==> config.mk <==
export PLATFORM = sky130hd
export DESIGN_NAME = ssd_capture
export DESIGN_NICKNAME = d
export VERILOG_FILES = /design/src/rtl/ssd_capture.sv
export SDC_FILE = /design/constraint.sdc
export NUM_CORES = 1
export LEC_CHECK = 0
export ABC_AREA = 1
export BUFFER_PORTS_ARGS = -buffer_cell sky130_fd_sc_hd__buf_2
export CAP_MARGIN = 25
export CORE_MARGIN = 4
export CORE_UTILIZATION = 45
export CTS_CLUSTER_DIAMETER = 60
export DETAILED_ROUTE_END_ITERATION = 16
export PLACE_DENSITY_LB_ADDON = 0.08
export SLEW_MARGIN = 10
export SYNTH_ARGS = -nofsm -noshare
export SYNTH_HDL_FRONTEND = slang
export SYNTH_SLANG_ARGS = --single-unit
==> constraint.sdc <==
create_clock -name clk -period 4.2 [get_ports clk]
set_clock_uncertainty 0.1 [all_clocks]
set_input_delay 0.42 -clock clk [delete_from_list [all_inputs] [get_ports clk]]
set_output_delay 0.42 -clock clk [all_outputs]
set_load 0.01 [all_outputs]
==> src/rtl/ssd_capture.sv <==
// ssd_capture: receive side of the multiplexed 7-segment bus. Waits for each
// digit's pattern to settle, decodes it back to a nibble, assembles a full
// multi-digit word and offers it on a valid/ready output.
module ssd_capture #(
  parameter int DIGITS     = 4,
  parameter int STABLE_CYC = 4
) (
  input  logic                  clk,
  input  logic                  rst_n,
  input  logic [6:0]            seg_in,
  input  logic [DIGITS-1:0]     an_in,
  output logic [4*DIGITS-1:0]   word_out,
  output logic [DIGITS-1:0]     bad_out,
  output logic                  out_valid,
  input  logic                  out_ready,
  output logic                  overrun
);
  localparam int CW = $clog2(STABLE_CYC + 1);
  localparam int IW = $clog2(DIGITS);

  typedef enum logic {SYNC, COLLECT} state_t;

  // Active-low one-hot: exactly one anode pulled low.
  function automatic logic onehot_low(input logic [DIGITS-1:0] an);
    logic [DIGITS-1:0] x;
    x = ~an;
    return (x != '0) && ((x & (x - DIGITS'(1))) == '0);
  endfunction

  // Returns {bad, nibble}; unknown patterns (blank included) give nibble 0.
  function automatic logic [4:0] decode(input logic [6:0] s);
    case (s)
      7'h40: return 5'h00;  7'h79: return 5'h01;
      7'h24: return 5'h02;  7'h30: return 5'h03;
      7'h19: return 5'h04;  7'h12: return 5'h05;
      7'h02: return 5'h06;  7'h78: return 5'h07;
      7'h00: return 5'h08;  7'h10: return 5'h09;
      7'h08: return 5'h0A;  7'h03: return 5'h0B;
      7'h46: return 5'h0C;  7'h21: return 5'h0D;
      7'h06: return 5'h0E;  7'h0E: return 5'h0F;
      default: return 5'h10;
    endcase
  endfunction

  logic [DIGITS-1:0] samp_an;
  logic [6:0]        samp_seg;
  logic [CW-1:0]     cnt, cnt_nxt;
  logic              same, capture;
  logic [IW-1:0]     pin_idx;

  // The counter is evaluated against the value about to enter samp, so the
  // capture lands on the same edge that the counter reaches STABLE_CYC.
  assign same = ({an_in, seg_in} == {samp_an, samp_seg});

  // Stability run length, saturating so a held digit captures only once.
  always_comb begin
    cnt_nxt = CW'(1);
    if (same) cnt_nxt = (cnt == CW'(STABLE_CYC)) ? cnt : cnt + CW'(1);
  end

  assign capture = (cnt_nxt == CW'(STABLE_CYC)) && (cnt != CW'(STABLE_CYC)) &&
                   onehot_low(an_in);

  // Position of the low anode (only meaningful when one-hot).
  always_comb begin
    pin_idx = '0;
    for (int i = 0; i < DIGITS; i++)
      if (!an_in[i]) pin_idx = IW'(i);
  end

  // Input sample register and stability counter.
  always_ff @(posedge clk) begin
    if (!rst_n) begin
      samp_an  <= '1;
      samp_seg <= 7'h7F;
      cnt      <= '0;
    end else begin
      samp_an  <= an_in;
      samp_seg <= seg_in;
      cnt      <= cnt_nxt;
    end
  end

  logic          cap_vld;
  logic [IW-1:0] cap_idx;
  logic [6:0]    cap_seg;

  // Capture event register: which digit settled and on what pattern.
  always_ff @(posedge clk) begin
    if (!rst_n) begin
      cap_vld <= 1'b0;
      cap_idx <= '0;
      cap_seg <= 7'h7F;
    end else begin
      cap_vld <= capture;
      cap_idx <= pin_idx;
      cap_seg <= samp_seg_nxt();
    end
  end

  function automatic logic [6:0] samp_seg_nxt();
    return seg_in;
  endfunction

  state_t              state;
  logic [4*DIGITS-1:0] shadow_word, shadow_word_nxt;
  logic [DIGITS-1:0]   shadow_bad, shadow_bad_nxt;
  logic [DIGITS-1:0]   seen, seen_nxt;
  logic                cap_bad, complete, take;
  logic [3:0]          cap_nib;

  // Shadow update and frame-completion detect; SYNC only accepts digit 0.
  always_comb begin
    {cap_bad, cap_nib} = decode(cap_seg);
    shadow_word_nxt = shadow_word;
    shadow_bad_nxt  = shadow_bad;
    seen_nxt        = seen;
    complete        = 1'b0;
    take            = cap_vld && ((state == COLLECT) || (cap_idx == '0));
    if (take) begin
      shadow_word_nxt[cap_idx*4 +: 4] = cap_nib;
      shadow_bad_nxt[cap_idx]         = cap_bad;
      seen_nxt = (state == SYNC) ? DIGITS'(1) : (seen | (DIGITS'(1) << cap_idx));
      if (&seen_nxt) begin
        complete = 1'b1;
        seen_nxt = '0;
      end
    end
  end

  // Frame FSM with registered word/valid/overrun outputs.
  always_ff @(posedge clk) begin
    if (!rst_n) begin
      state       <= SYNC;
      seen        <= '0;
      shadow_word <= '0;
      shadow_bad  <= '0;
      word_out    <= '0;
      bad_out     <= '0;
      out_valid   <= 1'b0;
      overrun     <= 1'b0;
    end else begin
      shadow_word <= shadow_word_nxt;
      shadow_bad  <= shadow_bad_nxt;
      seen        <= seen_nxt;
      if (take) state <= COLLECT;
      if (complete) begin
        if (!out_valid || out_ready) begin
          word_out  <= shadow_word_nxt;
          bad_out   <= shadow_bad_nxt;
          out_valid <= 1'b1;
        end else begin
          overrun   <= 1'b1;
        end
      end else if (out_valid && out_ready) begin
        out_valid <= 1'b0;
      end
    end
  end
endmodule

==> results.md, run 1 <==
Outcome:
- The run finished with clean final reports.

Synth:
- After synthesis, the cell types taking the most area are sky130_fd_sc_hd__dfxtp_1 (42%), sky130_fd_sc_hd__nand2_1 (12%), sky130_fd_sc_hd__nor2_1 (9.4%), sky130_fd_sc_hd__inv_1 (6.6%), sky130_fd_sc_hd__nand3_1 (4.6%).
- The count of mapped cells out of synthesis is approximately 430.
- The largest total area in the synthesized netlist belongs to sky130_fd_sc_hd__dfxtp_1.
- The synthesized netlist contains 33 unique library cells.
- The number of storage elements in the synthesis netlist is 64.
- In the synthesized netlist the dominant register cell turns out to be sky130_fd_sc_hd__dfxtp_1.
- The total standard cell area after synthesis is between 3000 and 4000 sq um.
- By count the netlist is led by sky130_fd_sc_hd__nand2_1 (94), sky130_fd_sc_hd__nor2_1 (76), sky130_fd_sc_hd__dfxtp_1 (64), sky130_fd_sc_hd__inv_1 (53), sky130_fd_sc_hd__nand3_1 (28).
- The cell with the most instances after synthesis is sky130_fd_sc_hd__nand2_1.
- The share of synthesized area in the top cell type comes to between 40 and 50%.
- The Yosys step of the flow raised 0 warnings.
- The synthesized area divided by synthesized cell count is 7.11 sq um.
- The share of the Yosys chip area taken by registers is 42.4%.
- The net count after synthesis is 449.
- The number of flops mapped to enable cells by yosys is 0.
- Counting flops with an async set or reset pin after synthesis yields a share of 0%.

Timing:
- Once routing completed, OpenROAD measured the worst setup slack at 1.57 ns.
- The worst path in the final design needs a cycle of 2.63 ns, including I/O delays and setup.
- Setup repair after global routing left no endpoint under its margin.
- The maximum achievable frequency is 0.380 GHz.
- The headroom to the max-slew limit is 55.3%.
- The number of failing hold endpoints at the final stage was 0.
- The post-route clock period utilization is 62.7%.
- The setup TNS after final layout is 0 ns.
- The number of pins with negative max-slew slack in the final report was 0.
- The transition time of the tightest slew-check pin is 0.670 ns.
- The setup-violating endpoint count in the final report is 0.

Critical path:
- Counting both buffers and inverters, the worst setup path holds a total of 4.
- The startpoint identified for the worst register-to-register timing path is cap_idx[0]$_SDFF_PN0_.
- The largest driver fanout on the critical path is 38.
- The worst setup path is captured at a flip-flop.
- The worst register-to-register path has a depth of 11.
- The cell family contributing the most delay on the critical path is buffers and inverters.
- The stage delay of the slowest cell on the critical path is ~0.5 ns.
- STA classifies the critical path startpoint as a flip-flop.
- The arrival time of the worst setup path is roughly 2.8 ns.
- For this design, the slowest cell found on the critical path is sky130_fd_sc_hd__inv_2.
- The setup check on the worst reg-to-reg path leaves a slack of 1.57 ns.
- Counting buffers and inverters, the worst setup path is 11 cells deep.
- The startpoint of the most critical setup path is cap_idx[0]$_SDFF_PN0_.
- The worst reg2reg path endpoint is word_out[2]$_SDFFE_PN0P_.
- The critical path start-end classification is reg -> reg.
- Data on the critical path is required at its endpoint by between 4 and 5 ns.
- Walking the worst path, the cells encountered are inv_1, ha_1, nand2_2, nand2_4, inv_4, nor3_4, nand2_2, inv_2, nand3_1, o211ai_1, inv_1.

Detailed routing:
- The count of nets left with antenna violations once routing finished came out at 0.
- For this run, the detailed router's first-pass iteration total came to 4.
- The average wire per cell in the routed design is 11.8 microns.
- In the routed design, unresolved DRC markers number 0.
- For this block, the via count after detailed routing is 2629.
- The average via count per standard cell is 4.86.
- After the first detailed-routing iteration, the DRC count stood at between 100 and 150.
- After detailed routing, the total wire length is around 6400 microns.

Placed design:
- Routability-driven placement finished with a final weighted congestion of slightly above 0.8.
- The number of placed instances, taps included is 527.
- The pre-CTS setup slack is 1.56 ns.
- The port buffer count is 35.
- The estimated wirelength of the detail-placed design is about 4600 microns.

Global routing:
- The number of global-route vias before repair was 2458.
- The first global-routing pass estimated 11200 microns of wire.
- The initial antenna violation count is 0.
- Entering global routing, the biggest net connects around 50 pins.
- The combined global-route utilization of all metal layers is around 17%.
- For this run the aggregate overflow at the end of global routing stands at 0.

Final layout:
- Summing all flip-flop and latch instances after layout gives 1280 sq um.
- The finished layout holds between 500 and 600 standard cells, fillers aside.
- The final net count is 485.
- The total of fill cells in the finished design is 671.
- The total area of multi-input combinational cells is 1460 sq um.
- The area growth from synthesis to layout is 13.4%.
- The count of inserted antenna diode cells is 0.
- The final core utilization is 53.4%.
- Of the cells placed in the final design, the portion with a size suffix greater than 1 is 15.1%.

Min path:
- The type of the most critical hold path is in -> reg.
- The hold path depth is 3.
- The worst hold path terminates at cap_seg[3]$_SDFF_PN1_.
- The worst hold path begins at seg_in[3].

Clock network:
- The H-tree generated during clock tree synthesis spans 3 levels.
- The number of clock sinks seen by CTS is 64.
- The clock-pin slew on the worst setup and hold paths is 0.07 ns.
- In this run, CTS created clock tree buffers numbering 9.
- The clock tree from TritonCTS is done.
- The count of hold buffers inserted by post-cts repair is 0.
- The post-cts sizing count is 0.
- The clock passes through at most 2 buffers.
- The clock tree root buffer cell is sky130_fd_sc_hd__clkbuf_8.
- Buffers added to address setup during post-CTS repair amount to 0.
- At the later pin of the worst-skew pair, clock insertion delay measures 0.33 ns.

Floorplanning:
- Measured along the x axis, the die boundary spans 90.0 microns.
- For this configuration, the core starts out at a cell density of 47.1%.
- The number of placement rows is 29.
- The floorplan die height is 90.0 microns.
- Pin placement for this block handled 36 I/O pins.
- The area of the die is 8090 sq um.
- The area of the placeable core is 6420 sq um.

Pwr:
- In this run the static leakage power is 0.00166 uW.
- The worst voltage drop across the vdd grid is 275 uV.
- The power density over the cells is 355 nW/um^2.

Flow run:
- The count of maximum capacitance violations is 0.
[power breakdown]
| part | total (uW) | leakage, uW | internal, uW | switching (uW) |
|---|---|---|---|---|
| sequential | 624 | 0.000520 | 614 | 9.36 |
| clock | 525 | 0.0000973 | 299 | 226 |
| combinational | 68.1 | 0.00105 | 24.5 | 43.5 |
| total | 1220 | 0.00166 | 938 | 279 |
[metrics by stage]
| step | hold slack [ns] | power [uW] | instance area, sq um |
|---|---|---|---|
| after global routing | 0.179 | 1260 | 3430 |
| after detailed placement | 0.367 | 706 | 3230 |
| after floorplan | 0.344 | 684 | 3020 |
| after CTS | 0.170 | 1230 | 3430 |
| after global placement | 0.355 | 705 | 3230 |
| final | 0.183 | 1220 | 3430 |
[registers in the layout, indices dropped and copies added (netlist names)]
signal / count
bad_out: 4
cap_idx: 2
cap_seg: 7
cap_vld: 1
cnt: 3
out_valid: 1
overrun: 1
samp_an: 4
seen: 4
shadow_bad: 4
shadow_word: 16
state: 1
word_out: 16
[tightest hold or removal path: cells and delay by family]
kind	cells	cell delay [ns]
buffers and inverters	2	0.13
AND/OR/NAND/NOR	1	0.04
[placed cells by master (no fill, tap or decap), types with 10 or more instances in the layout]
master / n
sky130_fd_sc_hd__nand4_1: 10
sky130_fd_sc_hd__nand3_1: 28
sky130_fd_sc_hd__nor2_1: 76
sky130_fd_sc_hd__a21oi_1: 22
sky130_fd_sc_hd__clkbuf_8: 11
sky130_fd_sc_hd__nand2_1: 94
sky130_fd_sc_hd__or2_2: 10
sky130_fd_sc_hd__inv_1: 53
sky130_fd_sc_hd__buf_2: 35
sky130_fd_sc_hd__dfxtp_1: 64
sky130_fd_sc_hd__o21ai_0: 10
sky130_fd_sc_hd__ha_1: 10
[routing by layer]
layer / global-route usage, % / vias to the layer above / routed length (microns)
met5: 0 / - / 0
met4: 5.10 / 0 / 59
met3: 4.92 / 5 / 323
met2: 25.9 / 55 / 2730
met1: 22.7 / 1167 / 3270
li1: - / 1402 / -
[worst max-delay path by stage]
stage                                           end  slack, ns
after detailed placement   word_out[2]$_SDFFE_PN0P_       1.56
after floorplan            word_out[0]$_SDFFE_PN0P_       2.02
after global placement     word_out[2]$_SDFFE_PN0P_       1.60
final                      word_out[2]$_SDFFE_PN0P_       1.57
after global routing      word_out[10]$_SDFFE_PN0P_       1.24
after CTS                  word_out[2]$_SDFFE_PN0P_       1.54
[area by class of cell]
cell class	count	share of cell area, %
sequential	64	37.4
inverter	56	6.21
clock inverter	3	1.24
tap	77	2.81
multi-input combinational	294	42.6
clock buffer	11	4.42
timing repair buffer	36	5.33
[kinds of logic (layout without fill, tap and decap cells)]
| family | count (synthesis) | after routing | synth area share (%) |
|---|---|---|---|
| and+or+nand+nor | 230 | 230 | 32.7 |
| buffers and inverters | 67 | 106 | 9.31 |
| DFF | 64 | 64 | 42.4 |
| adders and majority gates | 10 | 10 | 4.14 |
| xor gates and xnor gates | 11 | 11 | 3.19 |
| AOI/OAI and AO/OA | 43 | 43 | 8.28 |
No activity file was read; power rests on OpenSTA's default activity.
==> inputs of run 2 (changes only) <==
--- a/config.mk
+++ b/config.mk
@@ -5,7 +5,7 @@
 export SDC_FILE = /design/constraint.sdc
 export NUM_CORES = 1
 export LEC_CHECK = 0
-export ABC_AREA = 1
+export ABC_AREA = 0
 export BUFFER_PORTS_ARGS = -buffer_cell sky130_fd_sc_hd__buf_2
 export CAP_MARGIN = 25
 export CORE_MARGIN = 4
==> constraint.sdc (replaced) <==
create_clock -name clk -period 2.25 [get_ports clk]
set_clock_uncertainty 0.1 [all_clocks]
set_input_delay 0.225 -clock clk [delete_from_list [all_inputs] [get_ports clk]]
set_output_delay 0.225 -clock clk [all_outputs]
set_load 0.01 [all_outputs]
==> run 2 against run 1 <==
Effect of this change: die area decreased by 5.4%; power rose by 73%; sequential power is 88% higher; hold slack worse by 0.15 ns; setup slack worse by 1.4 ns; non-clock buffer count up 21; largest cell class unchanged; largest power group unchanged; highest routed layer unchanged.
==> results.md, run 2 <==
Floorplanning:
- The core region is 6030 sq um.
- In this run the count of I/O pins placed on the die edge is 36.
- The area of the die is 7660 sq um.
- The initial utilization of the core area, before any placement, comes to 47.2%.
- The die extent in x is between 80 and 90 microns.
- The number of placement rows is 28.
- The floorplan die height is 87.5 microns.

Pwr:
- The worst voltage drop across the vdd grid is roughly 430 uV.
- The static power due to leakage is 0.00136 uW.
- The power density over the cells is between 600 and 700 nW/um^2.
- Power comes to approximately 2100 uW.

Global routing:
- Global routing used 18.1% of the available tracks.
- The initial antenna violation count came to 0.
- For this run the aggregate overflow at the end of global routing stands at 0.
- The wire length of the first global-routing pass is between 10000 and 15000 microns.
- The number of global-route vias before repair is 2173.
- The largest net degree at the start of global routing is 38.

Synth:
- The mapped netlist covers around 2800 sq um.
- The total of warnings raised by yosys is 0.
- The net count after synthesis is between 300 and 400.
- By count the netlist is led by sky130_fd_sc_hd__dfxtp_1 (64), sky130_fd_sc_hd__o21ai_0 (31), sky130_fd_sc_hd__nand2_1 (28), sky130_fd_sc_hd__nor2b_1 (22), sky130_fd_sc_hd__a21oi_1 (18).
- In this run, synthesis inferred 0 flip-flops with an integrated enable.
- The cell count after synthesis came out at 313.
- sky130_fd_sc_hd__dfxtp_1 is the most common cell in the netlist.
- The count of cell types in the netlist is 43.
- Ranked by total cell area, the synthesized netlist is headed by sky130_fd_sc_hd__dfxtp_1 (45%), sky130_fd_sc_hd__o21ai_0 (5.5%), sky130_fd_sc_hd__nor2b_1 (4.8%), sky130_fd_sc_hd__ha_1 (4.4%), sky130_fd_sc_hd__a22oi_1 (4.0%).
- The number of storage elements in the synthesis netlist is 64.
- The average instance in the mapped netlist occupies 9.09 sq um.
- For this run, the register share of the synthesized area comes to 45.1%.
- The most used flip-flop cell after synthesis is sky130_fd_sc_hd__dfxtp_1.
- The area share of the leading cell type in the synthesized netlist is 45.1%.
- The share of synthesized registers carrying an async set or reset is 0%.
- The largest area contributor in the synthesized netlist is sky130_fd_sc_hd__dfxtp_1.

Placed design:
- After legalization and detailed placement, the total HPWL measured 4370 microns.
- After detailed placement, the design holds a cell count of 421.
- The port buffer count is 35.
- At the end of routability-driven placement, the weighted congestion stood at slightly below 0.9.
- The placed standard-cell area is between 3000 and 4000 sq um.

Critical path:
- The kind of cell with the highest combined delay along the critical path is simple AND/OR/NAND/NOR gates.
- Among all stages on the critical path, the largest delay is contributed by sky130_fd_sc_hd__or4_1.
- The critical path start-end classification is reg -> reg.
- Of all nets on the critical path, the largest fanout is 8.
- The startpoint type of the worst setup path is a flip-flop.
- The worst setup path is captured at a flip-flop.
- The critical path goes through and3b_1, o311ai_4, o211ai_4, or4_1, a31oi_1.
- The endpoint required time on the critical path is 2.42 ns.
- Counting both buffers and inverters, the worst setup path holds a total of 0.
- The stage delay of the slowest cell on the critical path is about 0.58 ns.
- For the worst setup path, the data arrival time is between 2 and 2.5 ns.

Detailed routing:
- The detail route stage leaves a number of antenna-violating nets equal to 0.
- Dividing the detail-routed via count by the number of cells gives 5.38.
- The final route contains around 2400 vias.
- Wires add up to 6360 microns.
- In the final routed layout, each cell accounts on average for 14.5 microns.
- The count of routing violations after the opening detailed-route iteration is 110.
- The number of optimization iterations in the first detailed-route pass is 5.
- The DRC violations left is 0.

Flow run:
- The count of maximum capacitance violations is 0.

Clock network:
- CTS built an H-tree with a depth of 3.
- In this run, CTS created clock tree buffers numbering 9.
- The clock tree root buffer cell is sky130_fd_sc_hd__clkbuf_8.
- Clock latency on the worst-skew pair, taken at its later pin, is 0.33 ns.
- The clock-pin slew on the worst setup and hold paths is approximately 0.070 ns.
- Buffers added to address setup during post-CTS repair amount to 0.
- The clock passes through at most 2 buffers.
- The number of clock sinks seen by CTS is 64.
- The clock tree from TritonCTS is done.

Timing:
- The setup-violating endpoint count in the final report is 0.
- Setup repair after global routing left no endpoint under its margin.
- The number of pins with negative max-slew slack in the final report is 0.
- The post-route clock period utilization is 92.9%.
- Headroom to the max-slew limit came out at 65.5%.
- Timing would allow up to 0.478 GHz.
- The smallest clock period supported by the final layout is computed as between 2 and 2.5 ns.
- The setup TNS after final layout is 0 ns.
- The number of failing hold endpoints at the final stage came to 0.
- The transition time of the tightest slew-check pin is 0.511 ns.

Final layout:
- The number of antenna diodes in the final layout is 0.
- In the final layout, the registers with the most flip-flops are shadow_word x16, word_out x16, cap_seg x7.
- The post-route non-filler standard cell count is 440.
- Summing all non-filler instances in the final layout gives an area of 3410 sq um.
- After the last flow step, the layout net total stands at 388.
- In the layout the commonest cells are sky130_fd_sc_hd__dfxtp_1 (63), sky130_fd_sc_hd__buf_2 (35), sky130_fd_sc_hd__o21ai_0 (30).
- The most frequent standard cell in the layout excluding fill and tap cells is sky130_fd_sc_hd__dfxtp_1.
- The layout cell share with drive strength beyond 1 is 19.2%.
- Compared with the post-synthesis result, the final layout area differs by 19.8%.

Outcome:
- The flow ran to the end, and the final reports show no timing, DRC or antenna violations.

Min path:
- In this run the worst hold path is classified as in -> reg.
[run 2: cell count changes in the layout (fill, tap and decap cells not counted), moves of 10 or more]
cell,delta
sky130_fd_sc_hd__nor2_1,-61
sky130_fd_sc_hd__a22oi_1,+15
sky130_fd_sc_hd__o21ai_0,+20
sky130_fd_sc_hd__nor2b_1,+21
sky130_fd_sc_hd__or2_2,-10
sky130_fd_sc_hd__inv_1,-47
sky130_fd_sc_hd__nand2b_1,+10
sky130_fd_sc_hd__buf_4,+13
sky130_fd_sc_hd__nand2_1,-66
sky130_fd_sc_hd__nand3_1,-24
[run 2: power breakdown]
part	total [uW]	internal, uW	leakage, uW	switching, uW
sequential	1170	1150	0.000520	24.1
clock	793	401	0.0000797	392
combinational	145	68.4	0.000756	76.8
total	2110	1620	0.00136	493
[run 2: path summary, 6_finish.rpt]
kind | startpoint | end | slack, ns | depth (start not counted)
setup / recovery | cap_seg[0]$_SDFF_PN1_ | bad_out[0]$_SDFFE_PN0P_ | 0.16 | 5
hold / removal | an_in[0] | samp_an[0]$_SDFF_PN1_ | 0.03 | 2
setup reg to reg | cap_seg[0]$_SDFF_PN1_ | bad_out[0]$_SDFFE_PN0P_ | 0.16 | 5
hold reg to reg | shadow_bad[0]$_SDFF_PN0_ | shadow_bad[0]$_SDFF_PN0_ | 0.37 | 2
[run 2: worst register-to-register path, stage by stage, from the launching register on]
cell	delay, ns
sky130_fd_sc_hd__dfxtp_1	0.46
sky130_fd_sc_hd__and3b_1	0.24
sky130_fd_sc_hd__o311ai_4	0.33
sky130_fd_sc_hd__o211ai_4	0.19
sky130_fd_sc_hd__or4_1	0.58
sky130_fd_sc_hd__a31oi_1	0.14
[run 2: kinds of logic after synthesis]
group           count (synthesis)  share of synthesized area [%]
mux                             1                          0.352
fa+ha+maj                      10                           4.40
simple gates                  113                           22.0
xor+xnor                       15                           4.62
flops                          64                           45.1
compound gates                 87                           20.2
buf+inv                        23                           3.39
[run 2: what timing repair did]
| action | in CTS | in global routing |
|---|---|---|
| endpoints found under the setup margin | 0 | 22 |
| resized for setup | 0 | 6 |
| hold buffers | 7 | 0 |
| endpoints found under the hold margin | 7 | 0 |
[run 2: per-stage QoR]
step | setup WS (ns) | hold slack (ns) | util, %
2_1_floorplan | 0.0850 | 0.214 | -
3_3_place_gp | 0.169 | 0.333 | 52.6
3_5_place_dp | 0.129 | 0.342 | 52.6
4_1_cts | 0.0976 | 0.0168 | 56.2
5_1_grt | 0.00364 | 0.0174 | 56.5
6_report | 0.159 | 0.0339 | 56.5
[run 2: metal layers]
layer | global-route usage (%) | part of all wire, % | up-vias
li1 | - | - | 1216
met1 | 25.1 | 51 | 1105
met2 | 26.9 | 44 | 41
met3 | 6.15 | 4.5 | 4
met4 | 5.02 | 0.44 | 0
met5 | 0 | 0 | -
[run 2: layout make-up]
cell class	count	area, sq um
fill	567	2620
multi-input combinational	226	1490
sequential	64	1280
timing repair buffer	57	370
clock buffer	10	138
tap	75	93.8
inverter	6	22.5
clock inverter	2	10.0
==> inputs of run 3 (changes only) <==
--- a/config.mk
+++ b/config.mk
@@ -5,13 +5,14 @@
 export SDC_FILE = /design/constraint.sdc
 export NUM_CORES = 1
 export LEC_CHECK = 0
-export ABC_AREA = 0
+export ABC_AREA = 1
 export BUFFER_PORTS_ARGS = -buffer_cell sky130_fd_sc_hd__buf_2
 export CAP_MARGIN = 25
-export CORE_MARGIN = 4
+export CORE_MARGIN = 2
 export CORE_UTILIZATION = 45
 export CTS_CLUSTER_DIAMETER = 60
 export DETAILED_ROUTE_END_ITERATION = 16
+export HOLD_SLACK_MARGIN = 0.06
 export PLACE_DENSITY_LB_ADDON = 0.08
 export SLEW_MARGIN = 10
 export SYNTH_ARGS = -nofsm -noshare
==> run 3 against run 2 <==
Effect of this change: setup slack improved by 0.037 ns; non-clock buffer count fell by 3; combinational power rose by 6%; critical path type unchanged; largest cell class unchanged.
==> results.md, run 3 (synthesis gave the netlist of run 1 again) <==
Detailed routing:
- The detail route stage leaves a number of antenna-violating nets equal to 0.
- Using the TritonRoute via totals, the vias-per-cell ratio works out to 4.80.
- The average wire per cell in the routed design is 12.0 microns.
- Detailed routing inserted a total of 2690 vias.
- The count of routing violations after the opening detailed-route iteration is 112.
- Wires add up to 6710 microns.
- The first detailed-routing pass ran for 4 iterations.
- The DRC violations left is 0.

Critical path:
- Of all nets on the critical path, the largest fanout is 19.
- In this run the register-to-register setup slack is 0.20 ns.
- The endpoint required time on the critical path is 2.39 ns.
- The startpoint type of the worst setup path is a flip-flop.
- At the worst endpoint, the arrival time is 2.19 ns.
- STA classifies the critical path endpoint as a flip-flop.
- The worst setup path is of the reg -> reg kind.
- The worst reg2reg path endpoint is word_out[3]$_SDFFE_PN0P_.
- The startpoint identified for the worst register-to-register timing path is cap_idx[0]$_SDFF_PN0_.
- The number of cells traversed by the worst register-to-register path is 12.

Timing:
- The worst path in the final design needs a cycle of 2.05 ns, including I/O delays and setup.
- The post-route clock period utilization is 91.3%.
- The setup-violating endpoint count in the final report is 0.
- Setup repair after global routing left no endpoint under its margin.
- The maximum achievable frequency is ~0.5 GHz.
- The number of failing hold endpoints at the final stage is 0.
- The headroom to the max-slew limit is 70.4%.
- The setup TNS after final layout is 0 ns.
- The number of pins with negative max-slew slack in the final report is 0.
- The transition time of the tightest slew-check pin is 0.440 ns.

Floorplanning:
- The initialized floorplan defines 29 standard-cell rows.
- The region available for standard cell placement spans 6420 sq um.
- The floorplan step set the die height to 86.0 microns.
- The die covers 7390 sq um.
- The number of I/O pins is 36.
- The starting density of the core is 47.1%.
- The die extent in x is approximately 86 microns.

Clock network:
- The clock tree from TritonCTS is done.
- The tree is rooted in a sky130_fd_sc_hd__clkbuf_8.
- At the later pin of the worst-skew pair, clock insertion delay measures approximately 0.34 ns.
- In this run, CTS created clock tree buffers numbering 9.
- Clock-pin slew was measured on the worst setup and hold paths at 0.07 ns.
- The CTS H-tree depth is 3.
- The clock passes through at most 2 buffers.
- The number of clock sinks seen by CTS is 64.

Final layout:
- The total of fill cells in the finished design is about 630.
- The library cells used most frequently in the layout, excluding fill and tap cells, are sky130_fd_sc_hd__nand2_1 (93), sky130_fd_sc_hd__nor2_1 (76), sky130_fd_sc_hd__dfxtp_1 (63).
- Once layout is done, the placed cells without fillers occupy 3620 sq um.
- The largest registers in the layout are shadow_word x16, word_out x16, cap_seg x7.
- In the final layout, the share of cells above drive strength 1 is 17.1%.
- The total area of multi-input combinational cells is between 1000 and 1500 sq um.
- Across the whole layout, storage elements account for 1280 sq um.
- At the end of the flow, the number of nets in the layout was roughly 500.
- The library cell used most frequently in the layout, excluding fill and tap cells, is sky130_fd_sc_hd__nand2_1.
- The area added between synthesis and finish is 19.7%.
- The number of antenna diodes in the final layout is 0.

Min path:
- The startpoint identified for the worst hold timing path is out_ready.
- The tightest min-delay check is of the in -> reg type.
- The end point of the worst hold path is out_valid$_SDFFE_PN0P_.
- Counting instances, the worst hold path has a depth of 4.

Global routing:
- The initial antenna violation count came to 0.
- The first global-routing pass estimated 11500 microns of wire.
- For this run the aggregate overflow at the end of global routing stands at 0.
- Across every metal layer, demand over resource in global routing totals 19.4%.
- Entering global routing, the biggest net connects 41 pins.
- The number of global-route vias before repair is 2516.

Placed design:
- The global placer's final weighted congestion is 0.926.
- Port buffering added 35 buffers.
- The placed standard-cell area is about 3300 sq um.
- The estimated wirelength of the detail-placed design is ~4600 microns.

Pwr:
- Dividing total power by cell area gives a power density of 614 nW/um^2.
- The analysis attributes to cell leakage a power of 0.00175 uW.
- VDD sags by at most between 400 and 500 uV.

Flow run:
- The count of maximum capacitance violations is 0.

Outcome:
- The run finished with clean final reports.
run 3: changes by cell type in the layout (fill, tap and decap cells not counted), moves of 10 or more:
cell                       delta
sky130_fd_sc_hd__nand3_1     +24
sky130_fd_sc_hd__a22oi_1     -15
sky130_fd_sc_hd__nand2_1     +65
sky130_fd_sc_hd__inv_1       +46
sky130_fd_sc_hd__nor2b_1     -21
sky130_fd_sc_hd__or2_2       +10
sky130_fd_sc_hd__nand2b_1    -10
sky130_fd_sc_hd__o21ai_0     -20
sky130_fd_sc_hd__nor2_1      +61
run 3: how the worst max path moves through the flow:
stage / startpoint / to / slack [ns] / cells past startpoint
floorplan: cap_idx[0]$_SDFF_PN0_ / word_out[0]$_SDFFE_PN0P_ / 0.07 / 13
global placement: cap_idx[1]$_SDFF_PN0_ / word_out[3]$_SDFFE_PN0P_ / 0.21 / 12
detailed placement: cap_idx[1]$_SDFF_PN0_ / word_out[3]$_SDFFE_PN0P_ / 0.11 / 12
CTS: cap_idx[1]$_SDFF_PN0_ / word_out[3]$_SDFFE_PN0P_ / 0.1 / 12
global route: cap_idx[0]$_SDFF_PN0_ / word_out[3]$_SDFFE_PN0P_ / 0.01 / 12
finish: cap_idx[0]$_SDFF_PN0_ / word_out[3]$_SDFFE_PN0P_ / 0.20 / 12
run 3: area by class of cell:
type	instances	share of cell area (%)
Multi-Input combinational cell	294	40.5
Tap cell	77	2.66
Sequential cell	64	35.5
Inverter	56	5.95
Clock inverter	5	0.865
Clock buffer	11	4.19
Timing Repair Buffer	54	10.4
run 3: worst max-delay path, cell delays in order (launching register included):
cell and delay (ns):
sky130_fd_sc_hd__dfxtp_2 0.34, sky130_fd_sc_hd__buf_4 0.14, sky130_fd_sc_hd__ha_1 0.19, sky130_fd_sc_hd__nor2_1 0.07
sky130_fd_sc_hd__nor2_1 0.14, sky130_fd_sc_hd__nand2_2 0.10, sky130_fd_sc_hd__nor3_4 0.25, sky130_fd_sc_hd__nand2_2 0.11
sky130_fd_sc_hd__inv_4 0.09, sky130_fd_sc_hd__buf_12 0.16, sky130_fd_sc_hd__nand3_1 0.08, sky130_fd_sc_hd__o211ai_1 0.10
sky130_fd_sc_hd__inv_1 0.06
run 3: report_power, final:
group | total (uW) | internal, uW | switching (uW)
combinational | 154 | 62.5 | 91.7
clock | 905 | 455 | 450
sequential | 1160 | 1150 | 14.1
total | 2220 | 1660 | 555
run 3: repair_timing:
| action | CTS | global route |
|---|---|---|
| endpoints found under the hold margin | 11 | 0 |
| hold buffers | 11 | 0 |
| resized for setup | 0 | 5 |
| setup buffers | 0 | 2 |
| setup endpoints to repair | 0 | 20 |
run 3: routing by layer:
layer	track usage (%)	up-vias	part of all wire, %
met5	0	-	0
met4	5.19	0	0.97
met3	5.20	7	3.8
met2	30.2	41	44
met1	26.4	1203	51
li1	-	1439	-
run 3: metrics by stage:
step	utilization, %	setup WS (ns)	cells	hold WS [ns]	power [uW]
after floorplan	-	0.0693	425	0.209	1280
after global placement	51.0	0.208	531	0.335	1320
after detailed placement	51.0	0.113	531	0.341	1320
after CTS	55.6	0.0971	558	0.0805	2240
after global routing	56.3	0.0128	561	0.0905	2330
final	56.3	0.196	561	0.0928	2220
